`src/rtl/nn_core.sv`:
```
// rtl/nn_core.sv - three-layer scalar Q8.8 fixed-point inference datapath
//
// Purpose:
//   Each cycle, the layer selected by `layer` is evaluated:
//     multiply by that layer's weight, drop eight fraction bits (floor),
//     add the bias, saturate to 16 bits, then apply the activation.
//   Layers 0 and 1 use ReLU; layer 2 is linear.
//   The result goes to that layer's stage register and to `out`.
//   Layer 0 reads `in`, layer 1 reads h0 and layer 2 reads h1.
//   Any layer code of 3..7 leaves all state untouched.
//
// Ports:
//   clk    in   1   rising-edge clock
//   rst_n  in   1   synchronous active-low reset, clears h0..h2 and out
//   layer  in   3   layer to evaluate this cycle (0..2 valid)
//   in     in  16   signed Q8.8 network input, used by layer 0 only
//   out    out 16   signed Q8.8 registered result of last evaluated layer
module nn_core #(
   parameter logic signed [15:0] W0 = 16'sh0200,
   parameter logic signed [15:0] B0 = 16'sh0100,
   parameter logic signed [15:0] W1 = 16'shFF80,
   parameter logic signed [15:0] B1 = 16'sh0400,
   parameter logic signed [15:0] W2 = 16'sh0180,
   parameter logic signed [15:0] B2 = 16'shFF80
) (
   input  logic        clk,
   input  logic        rst_n,
   input  logic [2:0]  layer,
   input  logic [15:0] in,
   output logic [15:0] out
);

   localparam logic signed [32:0] SAT_MAX = 33'sd32767;
   localparam logic signed [32:0] SAT_MIN = -33'sd32768;

   logic signed [15:0] h0;
   logic signed [15:0] h1;
   logic signed [15:0] h2;

   logic signed [15:0] x;
   logic signed [15:0] w_sel;
   logic signed [15:0] b_sel;
   logic               relu_en;
   logic               upd;

   logic signed [31:0] prod;
   logic signed [31:0] shifted;
   logic signed [32:0] sum;
   logic signed [15:0] sat;
   logic signed [15:0] result;

   // Operand, coefficient and activation selection for the requested layer.
   always_comb begin
      x       = in;
      w_sel   = W0;
      b_sel   = B0;
      relu_en = 1'b1;
      upd     = 1'b1;
      case (layer)
         3'd0: begin
            x     = in;
            w_sel = W0;
            b_sel = B0;
         end
         3'd1: begin
            x     = h0;
            w_sel = W1;
            b_sel = B1;
         end
         3'd2: begin
            x       = h1;
            w_sel   = W2;
            b_sel   = B2;
            relu_en = 1'b0;
         end
         default: begin
            upd = 1'b0;
         end
      endcase
   end

   // Multiply-add-saturate-activate, all in one cycle.
   always_comb begin
      prod    = x * w_sel;
      // Arithmetic shift floors toward negative infinity; no rounding.
      shifted = prod >>> 8;
      // 33 bits so the bias add can never wrap before saturation.
      sum     = {shifted[31], shifted} + {{17{b_sel[15]}}, b_sel};
      if (sum > SAT_MAX) begin
         sat = 16'sh7FFF;
      end else if (sum < SAT_MIN) begin
         sat = 16'sh8000;
      end else begin
         sat = sum[15:0];
      end
      if (relu_en && sat[15]) begin
         result = 16'sh0000;
      end else begin
         result = sat;
      end
   end

   always_ff @(posedge clk) begin
      if (!rst_n) begin
         h0  <= 16'sh0000;
         h1  <= 16'sh0000;
         h2  <= 16'sh0000;
         out <= 16'h0000;
      end else if (upd) begin
         out <= result;
         case (layer)
            3'd0:    h0 <= result;
            3'd1:    h1 <= result;
            default: h2 <= result;
         endcase
      end
   end

endmodule

```
`config.mk`:
```
export PLATFORM = sky130hd
export DESIGN_NAME = nn_core
export DESIGN_NICKNAME = d
export VERILOG_FILES = /design/src/rtl/nn_core.sv
export SDC_FILE = /design/constraint.sdc
export NUM_CORES = 1
export LEC_CHECK = 0
export CAP_MARGIN = 20
export CORE_MARGIN = 5
export CORE_UTILIZATION = 55
export DETAILED_ROUTE_END_ITERATION = 10
export GPL_TIMING_DRIVEN = 0
export HOLD_SLACK_MARGIN = 0.03
export PLACE_DENSITY = 0.79
export SLEW_MARGIN = 20
export SYNTH_ARGS = -nofsm -noshare
export SYNTH_HDL_FRONTEND = slang
export SYNTH_SLANG_ARGS = --single-unit
export TNS_END_PERCENT = 5
```
`constraint.sdc`:
```
create_clock -name clk -period 14.74 [get_ports clk]
set_input_delay 2.948 -clock clk [delete_from_list [all_inputs] [get_ports clk]]
set_output_delay 2.948 -clock clk [all_outputs]
set_load 0.05 [all_outputs]
```
* Word level (Yosys, flattened, before mapping)
Index checks and enable logic that the tools add are counted.
** Operators by class
- Muxes and demuxes :: 8
- Add/subtract/negate cells :: 1
- Eq/ne operators :: 2
- Multipliers :: 1
- $lt $le $gt $ge :: 2
- Reductions and logical operators :: 5
** Operators by type and width (count)
- 16-bit case mux with 2 select lines :: 3
- 16-bit two-way mux :: 3
- 16-bit by 16-bit multiplier with 32-bit output :: 1
- 24-bit by 16-bit adder with 25-bit output :: 1
- 25-bit by 16-bit > comparator with 1-bit output, second input constant :: 1
- 25-bit by 16-bit less-than comparator with 1-bit output, second input constant :: 1
- 2-bit AND reduction :: 2
- 3-bit by 1-bit equality test with 1-bit output, second input constant :: 1
- 3-bit by 2-bit equality test with 1-bit output, second input constant :: 1
- 3-bit logical NOT :: 1
- 3-bit OR reduction :: 1
- 1-bit two-way mux :: 2
- 1-bit logical AND :: 1
** Word-level totals
- Word-level logic and storage cells :: 22
- Register bits :: 48

* Longest topological paths before layout
Gate-level depths: netlist of the first run.
- Depth in word-level cells :: 9
- Gate-level depth with buffers :: 40
- Gate-level depth less buffers :: 37

* Worst setup path after synthesis of the first run
Ideal clock, no wire load.
- Path type :: input -> register
- From :: in layer[2]
- To :: reg h1[11]
- Slack :: 3.186 ns
- Library setup time :: 0.125 ns
- Arrival time :: 11.429 ns
- Stages :: 38
- Cell sequence :: nor2_1 and2_1 clkbuf_1 clkbuf_1 buf_1 nand2_1 a21o_1 fa_1 inv_1 fa_1 fa_1 fa_1 inv_1 fa_1 inv_1 ha_1 ha_1 and3_1 [... 2 more ...] o311a_1 a2111oi_1 o21a_1 o21a_1 nor2_1 xnor2_1 ha_1 buf_2 a21o_1 a21oi_1 mux2i_1 a211oi_1 o311ai_2 or2_1 o31a_4 buf_12 nor2_4 o21ai_1
** On the way
- Longest elaborated chain between the ends :: 9
- Elaborated cells between the ends (all ways) :: 18
** RTL lines
- start, declared :: line 28 : input logic [2:0] layer,
- 3-bit by 2-bit equality test with 1-bit output or 3-bit by 1-bit equality test with 1-bit output (tied branches) :: line 59, 111
- 16-bit case mux with 2 select lines :: line 59 : case (layer)
- 16-bit by 16-bit multiplier with 32-bit output :: line 84 : prod = x * w_sel;
- 24-bit by 16-bit adder with 25-bit output :: line 88 : sum = {shifted[31], shifted} + {{17{b_sel[15]}}, b_sel};
- 25-bit by 16-bit less-than comparator with 1-bit output :: line 91 : end else if (sum < SAT_MIN) begin
- 16-bit two-way mux :: line 91
- 16-bit two-way mux :: line 89 : if (sum > SAT_MAX) begin
- 1-bit logical AND :: line 96 : if (relu_en && sat[15]) begin
- 16-bit two-way mux :: line 96
- end signal, assigned :: line 113 : 3'd1: h1 <= result;
- end, declared :: line 37 : logic signed [15:0] h1;
Parallel ways exist; a longest one is shown, timed or not.
A chain may end at the register's enable or synchronous reset.

* Worst setup path in the final report of the first run
- From :: in layer[2]
- To :: reg h1[6]
The elaborated chain is that of the path after synthesis.

==> results of run 1 <==
-- worst reg2reg max path: cells and delay by family, from the launching register on --
family	cells	cell delay (ns)
xor+xnor	1	0.13
flops	1	0.30
buf+inv	6	0.83
mux	2	0.28
fa+ha+maj	7	3.00
compound gates	15	3.80
simple gates	6	1.25
-- synth_stat cells (4+ instances only) --
cell	number	share of area [%]
o211ai_1	4	0.39
nand2b_1	10	0.81
nand2_1	97	4.7
o21ai_0	30	2.0
nor2b_1	8	0.65
fa_1	95	25
a22oi_1	7	0.68
mux2i_1	7	0.91
dfxtp_1	48	12
o21ai_1	29	1.9
nand4_1	4	0.33
a21o_1	20	2.0
nor3_1	13	0.85
nor2_1	46	2.2
and3_1	10	0.81
buf_1	4	0.20
xnor2_1	40	4.6
a221o_1	7	0.91
o21a_1	8	0.78
nor2_4	10	1.5
nand3_1	19	1.2
xor2_1	4	0.46
clkbuf_1	22	1.1
ha_1	93	15
inv_1	171	8.3
o21bai_1	4	0.39
a21oi_1	43	2.8
and2_1	6	0.49
or2_2	5	0.41
-- routing by layer --
| metal | GRT usage (%) | wire [microns] | vias up |
|---|---|---|---|
| li1 | - | - | 3075 |
| met2 | 37.1 | 8500 | 234 |
| met5 | 0 | 0 | - |
| met1 | 35.1 | 8260 | 3011 |
| met3 | 3.00 | 1440 | 23 |
| met4 | 3.81 | 258 | 0 |
-- area by class of cell --
type                       instances  share of cell area, %
buffer                            32                   1.73
clock buffer                       5                   1.48
clock inverter                     3                  0.813
inverter                         172                   7.63
multi-input combinational        665                   70.2
sequential                        48                   11.4
tap                              180                   2.66
timing repair buffer              35                   4.14
-- path summary, 6_finish.rpt --
check	startpoint	end	slack [ns]	cells past startpoint
worst max-delay path	layer[2]	h1[6]	1.14	38
worst min-delay path	h0[12]	h0[12]	0.45	2
worst max register to register	h0[3]	h1[6]	5.03	37
worst min register to register	h0[12]	h0[12]	0.45	2
-- flip-flops by register name, indices dropped and copies added (netlist names) --
register and count:
h1 16, out 16, h0 16
-- cell families (layout without fill, tap and decap cells) --
kind of cell | after synthesis | count (layout) | synth area share (%)
buffers and inverters | 204 | 247 | 10.3
XOR/XNOR | 44 | 44 | 5.01
multiplexers | 7 | 7 | 0.911
AO/OA/AOI/OAI | 187 | 187 | 16.3
adder cells (fa/ha/maj) | 188 | 188 | 39.9
AND/OR/NAND/NOR | 239 | 239 | 15.2
flip-flops | 48 | 48 | 12.5
-- power breakdown --
| group | internal [mW] | total [mW] | switching (mW) |
|---|---|---|---|
| combinational | 0.149 | 0.382 | 0.233 |
| sequential | 0.142 | 0.149 | 0.00662 |
| clock | 0.0979 | 0.150 | 0.0522 |
==> results.toml, run 1 <==
[timing]
worstMarginPinSlew_ns = 0.836
skew_ns = 0.00671
rsz0062_at_grt = "false"
final_hold_viol_count = 0
whs_ns = 0.450
finalSetupViolCount = 0
fin_crit_ns = 13.60
maxSlewViolCount = 0
fin_crit_sh_pct = 92.3
setup_tns_ns = 0
fin_ws_ns = 1.14
slew_headroom_pct = 44.3
max_freq_mhz = 73.5

[cts]
cts-resized-gates = 0
clkTransAtPathRegs_ns = 0.07
clock_latency_ns = 0.29
cts_buffer_depth = 2
cts_made_buffers = 5
htree_levels = 2
postCtsHoldBufs = 0
post_cts_buffers = 0
cts_tree = "built"
root_buffer = "clkbuf_16"
cts.sinks = 48

[placed_design]
pre_cts_slack_ns = 1.02
port_buffers = 35
placedInstanceArea_sq_um = 8270
gp_congestion = 0.918
dp_cells = 1132
hpwl_microns = 15100

[power]
total_power_uw = 681
p_per_area_nw_per_um2 = 80.5
leakage_nw = 4.29
peakVddDrop_v = 0.0000797

[drt]
viasPerCell = 5.56
drt-total-wl_microns = 18500
wl_per_cell_microns = 16.2
dr.pass1.iters = 5
drtIter0Drc = 488
drc = 0
ant_nets = 0
num_vias = 6343

[critical_path]
critPathBufInv = 8
critPathCaptureType = "register"
worst_path_most_repeated_cell = "fa_1"
arrival_ns = 13.76
critPathKind = "in -> reg"
cp.required_ns = 14.90
cp-start-kind = "input port"
path_delay_family = "adder cells"
critPathSlowestCell = "nor2_1"
slowest_delay_ns = 0.60
crit_fanout = 10

[cells_and_area]
final_core_util_pct = 61.4
final_area_sq_um = 8460
layout_commonest_cell = "inv_1"
multi_input_area_sq_um = 5940
syn_to_final_growth_pct = 10.0
ff_latch_area_sq_um = 961
fillers = 1230
diodes = 0
nets = 1168
final_cells = 1140
layout_common_cells = "171 x inv_1, 97 x nand2_1, 95 x fa_1"
drive_above_1_share_pct = 4.48

[logic_synthesis]
synth_edf_count = 0
synth_cell_types = 67
ys_ff_latch = 48
synth_flop_cell = "dfxtp_1"
async_flop_share_pct = 0
netlist_area_sq_um = 7690
synth.yosys.seq_area_share_pct = 12.5
synth_cells = 917
synth_area_per_cell_sq_um = 8.38
yosysWarningCount = 0
synth_nets = 1126

[grt]
grtUsageTotal_pct = 23.5
antenna_found_initial = 0
grt_pass1_vias = 6192
grt_start_max_net_pins = 25
grt_pass1_wl_microns = 31100
grt-ovfl-total = 0

[floorplan]
die_w_microns = 128
start_util_pct = 55.8
fp.dieH_microns = 128
row_count = 43
ios = 37
coreArea_sq_um = 13800
die_area_sq_um = 16400

[outcome]
status = "finished clean"

[job]
cap_violations = 0

[worst_hold_path]
hold_class = "reg -> reg"
No activity file was read; power rests on OpenSTA's default activity.
==> run 2: changes to the inputs <==
--- a/config.mk
+++ b/config.mk
@@ -6,7 +6,7 @@
 export NUM_CORES = 1
 export LEC_CHECK = 0
 export CAP_MARGIN = 20
-export CORE_MARGIN = 5
+export CORE_MARGIN = 4
 export CORE_UTILIZATION = 55
 export DETAILED_ROUTE_END_ITERATION = 10
 export GPL_TIMING_DRIVEN = 0
==> run 2 against run 1 <==
Net effect: clock-buffer cell count stayed put; fmax shrank 1.1%; utilization up 1.3 points; power decreased by 2.1%; clock power down 12%; critical endpoint is now h0[1]; via count is 0.39% lower.
==> results.toml, run 2 (synthesized netlist as in run 1, its figures left out) <==
[outcome]
status = "finished clean"

[timing]
worstMarginPinSlew_ns = 0.886
final_hold_viol_count = 0
whs_ns = 0.452
finalSetupViolCount = 0
rsz0062_at_grt = "false"
setup_tns_ns = 0
fin_ws_ns = 0.984
fin_crit_ns = 13.76
fin_crit_sh_pct = 93.3
maxSlewViolCount = 0
skew_ns = 0.00529
slew_headroom_pct = 40.9
max_freq_mhz = 72.7

[worst_hold_path]
min_from = "h0[11]"
hold_class = "reg -> reg"

[floorplan]
die_area_sq_um = 15900
row_count = 42
coreArea_sq_um = 13500
die_w_microns = 126
start_util_pct = 57.2
ios = 37
fp.dieH_microns = 126

[critical_path]
critPathSlowestCell = "nor2_1"
reg2reg_from = "h0[3]"
cp-start-kind = "input port"
worst_path_most_repeated_cell = "fa_1"
slowest_delay_ns = 0.65
crit_fanout = 10
cp.required_ns = 14.95
critPathCaptureType = "register"
critPathKind = "in -> reg"
arrival_ns = 13.96
cp-startpoint = "layer[2]"

[grt]
grt_pass1_vias = 6300
met1_usage_pct = 35.1
grt-busiest-layer = "met2"
grt-ovfl-total = 0
antenna_found_initial = 0
grtUsageTotal_pct = 24.1
grt_pass1_wl_microns = 31300
grt_start_max_net_pins = 25
use_met2_pct = 39.3
groute.layer.met3.usage_pct = 3.51

[cts]
clkTransAtPathRegs_ns = 0.07
post_cts_buffers = 0
htree_levels = 2
cts_buffer_depth = 2
cts.sinks = 48
root_buffer = "clkbuf_16"
cts_tree = "built"
cts_made_buffers = 5
cts-resized-gates = 0
postCtsHoldBufs = 0
clock_latency_ns = 0.29

[cells_and_area]
diodes = 0
layout_common_cells = "171 x inv_1, 97 x nand2_1, 95 x fa_1"
reg.largest.list = "h0 (16), h1 (16), out (16)"
nets = 1168
final_area_sq_um = 8430
syn_to_final_growth_pct = 9.68
layout_commonest_cell = "inv_1"
drive_above_1_share_pct = 4.48
final_core_util_pct = 62.7
final_cells = 1136

[placed_design]
gp_congestion = 0.903
dp_cells = 1128
port_buffers = 35
pre_cts_slack_ns = 0.932
hpwl_microns = 15400
placedInstanceArea_sq_um = 8260

[drt]
num_vias = 6318
drt-total-wl_microns = 18800
drtIter0Drc = 432
drc = 0
viasPerCell = 5.56
ant_nets = 0
dr.pass1.iters = 5
wl_per_cell_microns = 16.5

[job]
cap_violations = 0

[power]
peakVddDrop_v = 0.0000916
p_per_area_nw_per_um2 = 79.1
total_power_uw = 667
leakage_nw = 4.28
## run 2: cell types whose count changed in the layout (fill, tap and decap cells not counted), sizes merged
| cell | previous run | this run |
|---|---|---|
| bufinv | 2 | 1 |
| inv | 172 | 171 |
| clkinv | 1 | 3 |
## run 2: report_power, final
group          leakage (nW)  switching, mW  total (mW)  internal [mW]
clock network        0.0840         0.0518       0.132         0.0807
registers             0.391        0.00670       0.149          0.142
logic                  3.81          0.235       0.385          0.150
## run 2: routing by layer
| metal | vias up | routed length [microns] |
|---|---|---|
| li1 | 3071 | - |
| met4 | 0 | 159 |
| met5 | - | 0 |
| met2 | 197 | 8650 |
| met3 | 17 | 1380 |
| met1 | 3033 | 8590 |
## run 2: path summary, 6_finish.rpt
kind | endpoint | slack, ns | depth (start not counted)
max reg2reg | h0[1] | 5.02 | 35
min reg2reg | h0[11] | 0.45 | 2
min | h0[11] | 0.45 | 2
max | h0[1] | 0.98 | 36
## run 2: cell type report
cell class / instances / area (sq um)
Timing Repair Buffer: 35 / 350
Clock inverter: 3 / 47.5
Inverter: 172 / 646
Clock buffer: 5 / 125
Sequential cell: 48 / 961
Multi-Input combinational cell: 665 / 5940
Tap cell: 176 / 220
Fill cell: 1217 / 5020
Buffer: 32 / 146
## run 2: critical path, delay by kind of cell
family	cells	cell delay, ns
compound gates	12	3.00
simple gates	7	1.90
xor+xnor	1	0.12
fa+ha+maj	8	3.64
buf+inv	8	2.36
==> run 3: changes to the inputs <==
--- a/config.mk
+++ b/config.mk
@@ -12,7 +12,6 @@
 export GPL_TIMING_DRIVEN = 0
 export HOLD_SLACK_MARGIN = 0.03
 export PLACE_DENSITY = 0.79
-export SLEW_MARGIN = 20
 export SYNTH_ARGS = -nofsm -noshare
 export SYNTH_HDL_FRONTEND = slang
 export SYNTH_SLANG_ARGS = --single-unit
==> run 3 against run 2 <==
Net effect: cell count hardly changed; clock power hardly changed; flip-flop and latch count unchanged; fmax is 0.27% higher; routed wire length is 0.68% higher; clock-buffer cell count unchanged; worst setup slack better by 0.037 ns; die area did not move; first-iteration DRC count is 14% higher; critical endpoint is now h1[8].
==> results.toml, run 3 (synthesized netlist as in run 1, its figures left out) <==
[outcome]
status = "finished clean"

[timing]
final_hold_viol_count = 0
worstMarginPinSlew_ns = 0.913
max_freq_mhz = 72.9
rsz0062_at_grt = "false"
maxSlewViolCount = 0
skew_ns = 0.00503
fin_ws_ns = 1.02
setup_tns_ns = 0
finalSetupViolCount = 0
slew_headroom_pct = 39.1
fin_crit_ns = 13.72
fin_crit_sh_pct = 93.1

[grt]
grt_pass1_wl_microns = 31800
grtUsageTotal_pct = 24.4
grt_start_max_net_pins = 18
grt-ovfl-total = 0
antenna_found_initial = 0
grt_pass1_vias = 6385

[cts]
root_buffer = "clkbuf_16"
clkTransAtPathRegs_ns = 0.07
post_cts_buffers = 0
cts_buffer_depth = 2
cts_made_buffers = 5
postCtsHoldBufs = 0
cts.sinks = 48
cts-resized-gates = 0
htree_levels = 2
clock_latency_ns = 0.29
cts_tree = "built"

[drt]
drt-total-wl_microns = 18900
wl_per_cell_microns = 16.6
dr.pass1.iters = 5
drc = 0
viasPerCell = 5.59
num_vias = 6356
drtIter0Drc = 491
ant_nets = 0

[critical_path]
slowest_delay_ns = 0.64
critPathSlowestCell = "nor2_1"
worst_path_most_repeated_cell = "fa_1"
reg2reg_from = "h0[3]"
critPathKind = "in -> reg"
r2r-end = "h1[8]"
critPathCaptureType = "register"
reg2regPathDepth = 37
arrival_ns = 13.88
cp-start-kind = "input port"
crit_fanout = 10
cp.required_ns = 14.90
reg2reg_slack_ns = 5.00

[cells_and_area]
final_cells = 1137
drive_above_1_share_pct = 4.47
reg.largest.list = "h0 (16), h1 (16), out (16)"
layout_common_cells = "171 x inv_1, 97 x nand2_1, 95 x fa_1"
syn_to_final_growth_pct = 9.86
diodes = 0
final_core_util_pct = 62.8
nets = 1169
layout_commonest_cell = "inv_1"

[floorplan]
ios = 37
coreArea_sq_um = 13500
die_area_sq_um = 15900
start_util_pct = 57.2
fp.dieH_microns = 126
row_count = 42
die_w_microns = 126

[power]
p_per_area_nw_per_um2 = 78.8
combPwrFrac_pct = 57.9
peakVddDrop_v = 0.0000871
power.share.switching_pct = 44.0
power.switching_uw = 293
p_int_uw = 373
leakage_nw = 4.29
seqPwrFrac_pct = 22.3
p_clk_share_pct = 19.8

[placed_design]
gp_congestion = 0.903
pre_cts_slack_ns = 0.943
port_buffers = 35
dp_cells = 1129
hpwl_microns = 15500

[worst_hold_path]
min_from = "h0[12]"
whs_endpoint = "h0[12]"
hold_path_depth = 2
hold_class = "reg -> reg"

[job]
cap_violations = 0
[run 3: cell count changes in the layout (fill, tap and decap cells not counted)]
cell	delta
buf_1	+1
buf_2	-1
buf_8	+1
[run 3: final cells by class]
type | instances | area (sq um)
tap | 176 | 220
fill | 1207 | 5010
clock inverter | 3 | 47.5
buffer | 32 | 145
sequential | 48 | 961
timing repair buffer | 36 | 365
clock buffer | 5 | 125
inverter | 172 | 646
multi-input combinational | 665 | 5940
[run 3: metal layers]
layer / up-vias / wire length, microns / track usage, %
met5: - / 0 / 0
met4: 0 / 259 / 4.16
li1: 3072 / - / -
met2: 191 / 8660 / 39.2
met3: 28 / 1280 / 3.22
met1: 3065 / 8700 / 35.8
[run 3: worst max-delay path: cells and delay by family]
family | cells | cell delay [ns]
simple gates | 7 | 1.98
xor+xnor | 1 | 0.14
mux | 1 | 0.11
fa+ha+maj | 8 | 3.46
buf+inv | 8 | 2.14
compound gates | 13 | 3.08
[run 3: stage by stage]
step	hold slack (ns)	area (sq um)	total power, mW
6_report	0.449	8450	0.666
5_1_grt	0.474	8450	0.716
4_1_cts	0.449	8450	0.664
3_5_place_dp	0.440	8270	0.528
3_3_place_gp	0.436	8260	0.523
2_1_floorplan	0.425	7690	0.439
[run 3: how the worst max path moves through the flow]
stage | start | slack (ns) | endpoint
2_1_floorplan | layer[2] | 3.19 | h1[11]
3_3_place_gp | layer[0] | 0.87 | h1[8]
3_5_place_dp | layer[2] | 0.94 | h1[8]
4_1_cts | layer[2] | 1.18 | h1[8]
5_1_grt | layer[2] | 0.31 | h0[0]
6_report | layer[2] | 1.02 | h1[8]
[run 3: power groups by stage]
stage / Combinational [mW] / Clock [mW] / Sequential (mW)
6_report: 0.385 / 0.132 / 0.149
3_3_place_gp: 0.372 / 0 / 0.151
2_1_floorplan: 0.264 / 0 / 0.175
5_1_grt: 0.428 / 0.137 / 0.150
4_1_cts: 0.383 / 0.132 / 0.149
3_5_place_dp: 0.377 / 0 / 0.151
